<file path="config.mk">
export PLATFORM = sky130hd
export DESIGN_NAME = ir_fetch_queue
export DESIGN_NICKNAME = d
export VERILOG_FILES = /design/src/rtl/ir_fetch_queue.sv
export SDC_FILE = /design/constraint.sdc
export NUM_CORES = 1
export LEC_CHECK = 0
export ABC_CLOCK_PERIOD_IN_PS = 3100
export CAP_MARGIN = 5
export CELL_PAD_IN_SITES_DETAIL_PLACEMENT = 1
export CELL_PAD_IN_SITES_GLOBAL_PLACEMENT = 2
export CORE_ASPECT_RATIO = 0.75
export CORE_MARGIN = 2
export CORE_UTILIZATION = 41
export DETAILED_ROUTE_END_ITERATION = 7
export PLACE_DENSITY = 0.83
export SYNTH_ARGS = -nofsm -noshare
export SYNTH_HDL_FRONTEND = slang
export SYNTH_SLANG_ARGS = --single-unit
export TNS_END_PERCENT = 20
</file>
<file path="constraint.sdc">
create_clock -name clk -period 3.1 [get_ports clk]
set_clock_uncertainty 0.15 [all_clocks]
set_input_delay 0.775 -clock clk [delete_from_list [all_inputs] [get_ports clk]]
set_output_delay 0.775 -clock clk [all_outputs]
set_load 0.005 [all_outputs]
</file>
<file path="src/rtl/ir_fetch_queue.sv">
// Instruction register with an integrated prefetch queue between fetch and decode.
// When empty, the last issued word stays on out_data so a stalled decoder sees a stable word.
module ir_fetch_queue #(
    parameter  int unsigned WIDTH = 16,
    parameter  int unsigned DEPTH = 4,
    localparam int unsigned CW    = $clog2(DEPTH + 1)
) (
    input  logic             clk,
    input  logic             reset,
    input  logic             flush,
    input  logic             in_valid,
    input  logic [WIDTH-1:0] in_data,
    output logic             in_ready,
    output logic             out_valid,
    output logic [WIDTH-1:0] out_data,
    input  logic             out_ready,
    output logic [CW-1:0]    count
);

    localparam int unsigned AW = $clog2(DEPTH);

    logic [WIDTH-1:0] r_mem [DEPTH];
    logic [AW-1:0]    r_wp;
    logic [AW-1:0]    r_rp;
    logic [CW-1:0]    r_count;
    logic [WIDTH-1:0] r_last;

    logic w_full;
    logic w_empty;
    logic w_push;
    logic w_pop;

    assign w_full  = (r_count == CW'(DEPTH));
    assign w_empty = (r_count == '0);
    // A full queue never accepts a word, even alongside a pop: no fall-through.
    assign w_push  = in_valid && !w_full && !flush;
    assign w_pop   = !w_empty && out_ready && !flush;

    assign in_ready  = !w_full;
    assign out_valid = !w_empty;
    assign out_data  = w_empty ? r_last : r_mem[r_rp];
    assign count     = r_count;

    // Storage array; contents are don't-care after reset or flush.
    always_ff @(posedge clk) begin
        if (reset && w_push) begin
            r_mem[r_wp] <= in_data;
        end
    end

    // Pointers, occupancy and last-issued word.
    always_ff @(posedge clk) begin
        if (!reset) begin
            r_wp    <= '0;
            r_rp    <= '0;
            r_count <= '0;
            r_last  <= '0;
        end else if (flush) begin
            r_wp    <= '0;
            r_rp    <= '0;
            r_count <= '0;
        end else begin
            if (w_push) begin
                r_wp <= r_wp + AW'(1);
            end
            if (w_pop) begin
                r_rp   <= r_rp + AW'(1);
                r_last <= r_mem[r_rp];
            end
            case ({w_push, w_pop})
                2'b10:   r_count <= r_count + CW'(1);
                2'b01:   r_count <= r_count - CW'(1);
                default: r_count <= r_count;
            endcase
        end
    end

endmodule

</file>
# Word-level counts from Yosys, hierarchy flattened
# Memory sizes are Yosys's and may differ from the RTL's. A register that Yosys moved wholly into a read port is not among the register bits.
# Cells that the tools add are included.
# W data, S select, Z words.
[totals] wordCells=32 input_bits=21 ff_bits=23 memories=1 mem_bits_rw=64 output_inout_bits=21
[classes] n_reduce_logical=12 n_eq_ne=3 add_sub_neg=4 n_bitwise=2 muxes=6
[memory_table] memory="r_mem" depth=4 word_bits=16 read_ports=1 rd_ports_with_merged_regs=1 wr=1 line="22" rtl="logic [WIDTH-1:0] r_mem [DEPTH];"
[ops] operator="$mux W16" count=1
[ops] operator="$pmux W3 S2" count=1
[ops] operator="$logic_and A1 B1 Y1" count=5
[ops] operator="$add A2 B1 Y2 const B" count=2
[ops] operator="$mux W2" count=2
[ops] operator="$add A3 B1 Y3 const B" count=1
[ops] operator="$eq A3 B3 Y1 const B" count=1
[ops] operator="$logic_not A1 Y1" count=3
[ops] operator="$logic_not A3 Y1" count=1
[ops] operator="$sub A3 B1 Y3 const B" count=1
[ops] operator="$eq A2 B1 Y1 const B" count=1
[ops] operator="$eq A2 B2 Y1 const B" count=1
[ops] operator="$mux W1" count=2
[ops] operator="$not A1 Y1" count=2
[ops] operator="$reduce_and A2 Y1" count=1
[ops] operator="$reduce_bool A2 Y1" count=1
[ops] operator="$reduce_or A2 Y1" count=1

# Longest topological paths before layout
# Gate-level depths: netlist (run 1).
[depth] word_depth=7 mapped_depth=9 mapped_depth_nobuf=8

# Least setup slack after synthesis (run 1)
# OpenSTA, ideal clock, no wires.
[synth_path] path_kind="register to register" startpoint="register r_count[2], in the netlist count[2]" endpoint="register r_count[2], in the netlist count[2]" arrival_time_ns=2.146 path_stages_with_launch=9 path_buffers=0 slack_ns=0.733 required_ns=2.879 period_less_slack_ns=2.367 setup_ns=0.071 cell_sequence="dfxtp_1 > nor3b_1 > or3_1 > ha_1 > inv_1 > fa_1 > xor2_1 > or3_1 > a21oi_1"
[synth_between] elab_chain_len=6 elab_cells_between_ends=14 classes_between="add/sub: 2; eq/ne: 3; mux: 1; reduce/logical: 8"
[synth_lines] item="start, declared" line="25" rtl="logic [CW-1:0] r_count;"
[synth_lines] item="start signal, assigned" line="71" rtl="2'b10: r_count <= r_count + CW'(1);"
[synth_lines] item="start signal, assigned" line="72" rtl="2'b01: r_count <= r_count - CW'(1);"
[synth_lines] item="start signal, assigned" line="73" rtl="default: r_count <= r_count;"
[synth_lines] item="$eq A3 B3 Y1 or $logic_not A3 Y1 (tied branches)" line="33, 34"
[synth_lines] item="$logic_not A1 Y1 (on tied branches)" line="36, 37"
[synth_lines] item="$logic_and A1 B1 Y1 (on tied branches) (2 in series)" line="36, 37"
[synth_lines] item="$eq A2 B1 Y1 or $eq A2 B2 Y1 (tied branches)" line="70" rtl="case ({w_push, w_pop})"
[synth_lines] item="$pmux W3 S2 or $reduce_bool A2 Y1 (tied branches)"
# Several ways; a longest one is shown, not always the timed one.
# A chain may end at the register's enable or synchronous reset.

==> results of run 1 <==
[worst reg2reg max path, cell delays in order, from the launching register on]
cell and delay, ps:
dfxtp_1 510, nor3b_1 490, or3_1 190, ha_1 170, inv_1 60, fa_1 370, xor2_1 150, or3_1 300
a21oi_1 140
[cell usage after synthesis (all sizes together) (3+ instances only)]
library cell	number
nor2	8
inv	8
a21oi	4
mux4	16
edfxtp	64
xor2	4
buf	7
ha	5
o21ai	3
mux2	16
and2	4
a22o	16
dfxtp	25
[flip-flops by register name, indices dropped and copies added (netlist names), named ones only]
| register | count |
|---|---|
| count | 3 |
| r_last | 16 |
| r_mem | 64 |
| r_rp | 2 |
| r_wp | 2 |
[cells by family (layout without fill, tap and decap cells)]
kind of cell / after synthesis / count (layout)
AOI/OAI and AO/OA: 26 / 26
xor gates and xnor gates: 4 / 4
DFF: 89 / 89
muxes: 32 / 32
buffers and inverters: 17 / 76
and+or+nand+nor: 20 / 20
adders and majority gates: 6 / 6
[what timing repair did]
action | CTS | global route
endpoints found under the hold margin | 0 | 0
gates cloned | 1 | 0
setup buffers | 0 | 0
resized for setup | 7 | 7
setup endpoints to repair | 8 | 7
[cell usage in the layout (no fill, tap or decap), types with 2 or more instances in the layout]
master	instances
a21oi_1	4
a22o_1	16
and2_1	4
buf_4	9
clkbuf_16	9
clkdlybuf4s50_1	34
clkinv_1	2
clkinv_2	3
clkinvlp_4	2
dfxtp_1	24
dlymetal6s2s_1	7
edfxtp_1	64
ha_1	5
inv_1	8
mux2_2	16
mux4_2	16
nand3_1	2
nor2_1	7
o21ai_0	3
or3_1	2
xor2_1	4
[power breakdown]
| group | switching, mW | total (mW) | leakage [nW] | internal [mW] |
|---|---|---|---|---|
| logic | 0.0552 | 0.125 | 0.693 | 0.0699 |
| clock network | 0.413 | 0.945 | 0.126 | 0.532 |
| registers | 0.00581 | 1.29 | 0.781 | 1.29 |
| total | 0.474 | 2.36 | 1.60 | 1.89 |
[area by class of cell]
type / count / area, sq um / area share, %
multi-input cells: 88 / 986 / 22.5
repair buffers: 52 / 543 / 12.4
clock buffers: 9 / 225 / 5.14
clock inverters: 7 / 37.5 / 0.856
inverters: 8 / 30.0 / 0.685
well taps: 108 / 135 / 3.08
flip-flops and latches: 89 / 2430 / 55.4
[stage by stage]
stage / area, sq um / std cells / util, % / hold WS, ps
3_3_place_gp: 4090 / 344 / 48.5 / 300
4_1_cts: 4370 / 361 / 51.9 / 325
5_1_grt: 4380 / 361 / 52.1 / 344
3_5_place_dp: 4090 / 344 / 48.5 / 304
2_1_floorplan: 3520 / 194 / - / 287
6_report: 4380 / 361 / 52.1 / 322
[routing by layer]
layer  part of all wire [%]  wire length, microns
met1                     49                  3310
met2                     46                  3150
met3                    4.1                   278
met4                    1.0                    70
met5                      0                     0
[final timing paths]
| kind | start | end | slack (ps) | cells past startpoint |
|---|---|---|---|---|
| worst max register to register | count[2] | count[2] | 500 | 8 |
| worst max-delay path | flop | out_data[8] | 70 | 4 |
| worst min-delay path | r_last[15] | r_last[15] | 320 | 1 |
| worst min register to register | r_last[15] | r_last[15] | 320 | 1 |
==> flow_summary.ini, run 1 <==
[outcome]
status = finished, final reports clean

[global_routing]
grtUsageMet3_pct = 4.55
use_met2_pct = 23.5
grt_pass1_wl_microns = 10900
antenna_found_initial = 0
gr-total-overflow = 0
grt_use_met1_pct = 21.5
grt_pass1_vias = 1979
grt_usage_pct = 15.5
top_usage_layer = met2
grt_max_degree = 18

[pwr]
p_leak_nw = 1.60
vdd_drop_max_mv = 0.267
p_total_mw = 2.36
p_per_area_nw_per_um2 = 539

[synthesis]
ys_ff_latch = 89
synth-simple-area-share_pct = 3.27
synth_top_cell_by_area = edfxtp_1
synthAdderAreaFrac_pct = 2.34
synth-xor-area-share_pct = 0.995
syn_area_sq_um = 3520
synth_ff_type = edfxtp_1
syn_area_per_cell_sq_um = 18.2
synthesis.nets = 221
synth_compound_area_share_pct = 6.04
synthMuxAreaShare_pct = 15.8
ys_types = 29
synthTopCellsByArea = edfxtp_1, dfxtp_1, mux4_2
async_flop_share_pct = 0
synth_edf_count = 64
synth_top_area_share_pct = 54.6
synth_top_family_by_area = multiplexers
seq_area_frac_synth_pct = 68.8
ys_warn_count = 0
synth_cells = 194

[worst_setup_path]
cp-end-kind = output pin
slowest_stage = mux4_2
path_cells = buf_16, mux4_2, mux2_2, clkdlybuf4s50_1
start_kind = flop
worst-endpoint-arrival_ps = 2110
critPathKind = reg2out
worst-path-buf-inv = 2
slowest_delay_ps = 540
crit_path_max_fanout = 8
required_ps = 2170
cp_top_family = multiplexers

[sta]
hold_violations = 0
worst_slack_ps = 65.9
slew_viol_final = 0
worst_slew_pin_slew_ps = 672
rsz0062_at_grt = no
fmax_mhz = 330
setup_viol = 0
post-route-period-util_pct = 97.9
fin_setup_tns_ps = 0
fin_crit_ps = 3030
relSlewSlack_pct = 55.2

[place]
gp_congestion = 0.778
place_ws_ps = 118
numPortBuffers = 41
dp.final_hpwl_microns = 4450

[die]
coreArea_sq_um = 8420
initial_core_util_pct = 41.8
dieArea_sq_um = 9360
die_y_microns = 84.3
fp.dieW_microns = 111
rows = 29
pin_count = 42

[routing]
viasPerCell = 5.24
first_iter_violations = 103
wl_per_cell_microns = 18.9
drt_first_pass_iters = 4
routed_wl_microns = 6810
num_vias = 1890
drcViolationCount = 0
ant_nets = 0

[cts]
cts_tree = yes
htreeDepth = 3
clockBufferDepth = 2
cts.reportedPaths.clkPinSlew_ps = 60
clk-insertion-delay-late_ps = 330
cts_made_buffers = 9
hold_buffers = 0
clock_sink_count = 89
cts_root_buf = clkbuf_16

[cells_and_area]
antenna_cells = 0
fillers = 807
drive_gt1_share_pct = 24.1
fin_nets = 275
area_growth_pct = 24.4

[worst_hold_path]
hold_class = reg2reg

[job]
cap_violations = 0
Power figures use the tool's default switching activity.
==> inputs of run 2 (changes only) <==
==> constraint.sdc (replaced) <==
create_clock -name clk -period 3.1 [get_ports clk]
set_clock_uncertainty 0.15 [all_clocks]
set_input_delay 0.62 -clock clk [delete_from_list [all_inputs] [get_ports clk]]
set_output_delay 0.62 -clock clk [all_outputs]
set_load 0.005 [all_outputs]
==> run 2 against run 1 <==
Total power rose by 4.3%. Critical path type unchanged. Clock power rose by 11%. Combinational power barely moved. Largest cell class unchanged. Critical path depth did not move. Sequential cell count did not move. Routed wire length rose by 0.69%. Clock-buffer cell count did not move. Worst hold slack got worse by 1.2 ps.
==> flow_summary.ini, run 2 (synthesis gave the netlist of run 1 again) <==
[cells_and_area]
mostFrequentLayoutCell = edfxtp_1
final_cell_mix = edfxtp_1, clkdlybuf4s50_1, dfxtp_1
registers.top_by_ff_count = r_mem
drive_gt1_share_pct = 23.5
fin_nets = 273
area_growth_pct = 23.8
largest_reg_flops = 64
post-route-util_pct = 51.8
fillers = 802
antenna_cells = 0

[cts]
cts_made_buffers = 9
hold_buffers = 0
clockBufferDepth = 2
cts.reportedPaths.clkPinSlew_ps = 70
htreeDepth = 3
cts_tree = yes
cts_setup_buffers = 0
cts_root_buf = clkbuf_16
clk-insertion-delay-late_ps = 330
clock_sink_count = 89

[sta]
fin_crit_ps = 2970
rsz0062_at_grt = no
worst_slew_pin_slew_ps = 676
setup_viol = 0
post-route-period-util_pct = 95.8
fin_setup_tns_ps = 0
fmax_mhz = 337
relSlewSlack_pct = 55.0
slew_viol_final = 0
hold_violations = 0

[worst_setup_path]
slowest_delay_ps = 600
cp_top_family = multiplexers
slowest_stage = mux4_1
worst-path-buf-inv = 2
path_cells = buf_12, mux4_1, mux2_2, clkdlybuf4s50_1
critPathKind = reg2out
crit_path_max_fanout = 16
required_ps = 2330
start_kind = flop
worst-endpoint-arrival_ps = 2200
cp-end-kind = output pin

[place]
gp_congestion = 0.767
dp.final_hpwl_microns = 4480
numPortBuffers = 41

[routing]
first_iter_violations = 120
ant_nets = 0
viasPerCell = 5.16
routed_wl_microns = 6860
drcViolationCount = 0
drt_first_pass_iters = 4
num_vias = 1851
wl_per_cell_microns = 19.1

[global_routing]
antenna_found_initial = 0
grt_usage_pct = 15.7
grt_max_degree = 19
grt_pass1_wl_microns = 11100
gr-total-overflow = 0
grt_pass1_vias = 2025

[die]
dieArea_sq_um = 9360
die_y_microns = 84.3
fp.dieW_microns = 111
pin_count = 42
rows = 29
initial_core_util_pct = 41.8
coreArea_sq_um = 8420

[pwr]
p_per_area_nw_per_um2 = 565
vdd_drop_max_mv = 0.277
p_leak_nw = 1.48

[worst_hold_path]
hold_class = reg2reg

[outcome]
status = finished, final reports clean

[job]
cap_violations = 0
run 2: cell count changes in the layout (fill, tap and decap cells not counted), moves of 3 or more:
cell / before / now
dlymetal6s2s_1: 7 / 0
inv_8: 0 / 3
clkdlybuf4s50_1: 34 / 41
clkinv_2: 3 / 0
inv_6: 0 / 3
run 2: final cells by class:
cell class,count,area (sq um),area share (%)
clock inverter,7,68.8,1.58
tap,108,135,3.10
inverter,8,30.0,0.688
clock buffer,9,225,5.16
timing repair buffer,50,490,11.2
multi-input combinational,88,990,22.7
sequential,89,2420,55.5
run 2: per-layer routing:
layer	vias to the layer above	routed length, microns	global-route usage [%]
met4	0	61	5.05
li1	863	-	-
met3	6	299	4.48
met1	936	3240	20.9
met5	-	0	0
met2	46	3250	25.2
run 2: power by group:
group	leakage (nW)	switching (mW)	internal [mW]
logic	0.555	0.0537	0.0692
registers	0.780	0.00682	1.29
clock network	0.147	0.478	0.570
run 2: worst paths after layout:
kind | endpoint | cells after the start | slack (ps) | from
setup / recovery | out_data[2] | 4 | 130 | flop
hold / removal | r_last[4] | 1 | 320 | r_last[4]
setup reg to reg | count[2] | 8 | 460 | count[2]
hold reg to reg | r_last[4] | 1 | 320 | r_last[4]
run 2: metrics by stage:
| step | cells | power, mW | instance area [sq um] | setup WS (ps) | hold slack [ps] |
|---|---|---|---|---|---|
| 6_report | 359 | 2.46 | 4360 | 132 | 321 |
| 5_1_grt | 359 | 2.55 | 4360 | 54.8 | 340 |
| 3_3_place_gp | 343 | 1.44 | 4080 | 293 | 300 |
| 4_1_cts | 359 | 2.49 | 4370 | 34.5 | 325 |
| 2_1_floorplan | 194 | 1.37 | 3520 | 733 | 287 |
| 3_5_place_dp | 343 | 1.44 | 4080 | 245 | 300 |
run 2: timing repair:
| item | CTS | global route |
|---|---|---|
| endpoints found under the hold margin | 0 | 0 |
| gates resized for setup | 0 | 3 |
| endpoints found under the setup margin | 0 | 3 |
run 2: worst reg2reg max path: stages, from the launching register on:
cell and delay (ps):
dfxtp_1 520, nor3b_1 500, or3_1 190, ha_1 170
inv_1 70, fa_1 380, xor2_1 160, or3_1 300
a21oi_1 140
==> inputs of run 3 (changes only) <==
--- a/config.mk
+++ b/config.mk
@@ -12,8 +12,9 @@
 export CORE_ASPECT_RATIO = 0.75
 export CORE_MARGIN = 2
 export CORE_UTILIZATION = 41
+export CTS_BUF_LIST = sky130_fd_sc_hd__clkbuf_8 sky130_fd_sc_hd__clkbuf_16
 export DETAILED_ROUTE_END_ITERATION = 7
-export PLACE_DENSITY = 0.83
+export PLACE_DENSITY_LB_ADDON = 0.1
 export SYNTH_ARGS = -nofsm -noshare
 export SYNTH_HDL_FRONTEND = slang
 export SYNTH_SLANG_ARGS = --single-unit
==> run 3 against run 2 <==
Routed wire length grew 1.3%. Sequential cell count unchanged. Maximum frequency decreased by 1.9%. Die area unchanged. Clock power shrank 9.8%. Clock-buffer cell count did not move. Cell count unchanged. Total power shrank 4.0%. Via count grew 1.5%. Core utilization fell by 0.30 points. Worst hold slack better by 2.7 ps. Sequential power barely moved. Largest power group unchanged.
==> flow_summary.ini, run 3 (synthesis gave the netlist of run 1 again) <==
[die]
fp.dieW_microns = 111
rows = 29
coreArea_sq_um = 8420
initial_core_util_pct = 41.8
die_y_microns = 84.3
pin_count = 42
dieArea_sq_um = 9360

[sta]
fmax_mhz = 331
rsz0062_at_grt = no
post-route-period-util_pct = 97.6
hold_violations = 0
relSlewSlack_pct = 55.3
fin_setup_tns_ps = 0
worst_slew_pin_slew_ps = 671
setup_viol = 0
fin_crit_ps = 3020
slew_viol_final = 0

[cells_and_area]
fillers = 803
final_cell_mix = edfxtp_1, clkdlybuf4s50_1, dfxtp_1
area_growth_pct = 23.1
registers.top_by_ff_count = r_mem
antenna_cells = 0
fin_nets = 273
multi_input_area_sq_um = 993
mostFrequentLayoutCell = edfxtp_1
largest_reg_flops = 64
layout.cells.non_filler = 359
drive_gt1_share_pct = 21.9
seq_area_sq_um = 2420

[cts]
cts.reportedPaths.clkPinSlew_ps = 60
htreeDepth = 3
clk-insertion-delay-late_ps = 330
cts_made_buffers = 9
cts_tree = yes
clock_sink_count = 89
cts_root_buf = clkbuf_16
clockBufferDepth = 2

[global_routing]
grt_max_degree = 18
grt_usage_pct = 16.3
gr-total-overflow = 0
antenna_found_initial = 0
grt_pass1_vias = 2091
grt_pass1_wl_microns = 11300

[worst_setup_path]
worst-path-buf-inv = 2
path_cells = buf_12, mux4_1, mux2_2, clkdlybuf4s50_1
crit_path_max_fanout = 16
cp-end-kind = output pin
slowest_delay_ps = 640
cp_top_family = multiplexers
worst-endpoint-arrival_ps = 2250
required_ps = 2330
start_kind = flop
critPathKind = reg2out
slowest_stage = mux4_1

[outcome]
status = finished, final reports clean

[place]
dp_cells = 343
numPortBuffers = 41
gp_congestion = 0.700
dp.final_hpwl_microns = 4670

[pwr]
vdd_drop_max_mv = 0.311
p_per_area_nw_per_um2 = 545
switchingPower_mw = 0.476
p_total_mw = 2.37
p_clk_share_pct = 40.0
p_leak_nw = 1.47
seqPwrFrac_pct = 54.7
swShare_pct = 20.1
internal-power_mw = 1.89
share_comb_of_total_power_pct = 5.3

[routing]
viasPerCell = 5.23
first_iter_violations = 57
drcViolationCount = 0
drt_first_pass_iters = 4
ant_nets = 0
routed_wl_microns = 6950
num_vias = 1879
wl_per_cell_microns = 19.3

[worst_hold_path]
hold_class = reg2reg

[job]
cap_violations = 0
[run 3: changes by cell type in the layout (fill, tap and decap cells not counted), moves of 2 or more]
cell / delta
clkinvlp_4: +2
inv_1: +2
inv_6: -3
inv_8: -3
[run 3: power groups by stage]
stage	clock (mW)	sequential [mW]	combinational, mW
after floorplan	0	1.32	0.0555
after global placement	0	1.32	0.118
after detailed placement	0	1.32	0.125
after CTS	0.976	1.29	0.126
after global routing	1.02	1.29	0.136
final	0.947	1.29	0.124
[run 3: repair_timing]
action                                  in CTS  in global routing
endpoints found under the hold margin        0                  0
hold buffers                                 0                  0
endpoints found under the setup margin       0                  2
buffers inserted                             0                  0
resized for setup                            0                  2
[run 3: path summary, 6_finish.rpt]
| check | start | depth (start not counted) | slack (ps) | end |
|---|---|---|---|---|
| min reg2reg | r_last[4] | 1 | 320 | r_last[4] |
| max | flop | 4 | 80 | out_data[15] |
| min | r_last[4] | 1 | 320 | r_last[4] |
| max reg2reg | count[2] | 8 | 390 | count[2] |
[run 3: layout make-up]
class | count | share of cell area (%)
repair buffers | 50 | 11.3
inverters | 8 | 0.692
clock inverters | 7 | 0.923
well taps | 108 | 3.12
multi-input cells | 88 | 22.9
clock buffers | 9 | 5.19
flip-flops and latches | 89 | 55.9
[run 3: metal layers]
layer	vias up	track usage, %	part of all wire, %
met5	-	0	0
met4	0	5.61	1.5
met3	12	4.98	3.6
met2	41	26.3	48
met1	960	21.2	47
li1	866	-	-
[run 3: through the flow]
| stage | area (sq um) | setup WS [ps] | util (%) | hold slack [ps] |
|---|---|---|---|---|
| 2_1_floorplan | 3520 | 733 | - | 287 |
| 3_3_place_gp | 4080 | 355 | 48.5 | 301 |
| 3_5_place_dp | 4080 | 255 | 48.5 | 299 |
| 4_1_cts | 4340 | 7.99 | 51.6 | 322 |
| 5_1_grt | 4340 | 7.48 | 51.5 | 332 |
| 6_report | 4340 | 75.1 | 51.5 | 323 |
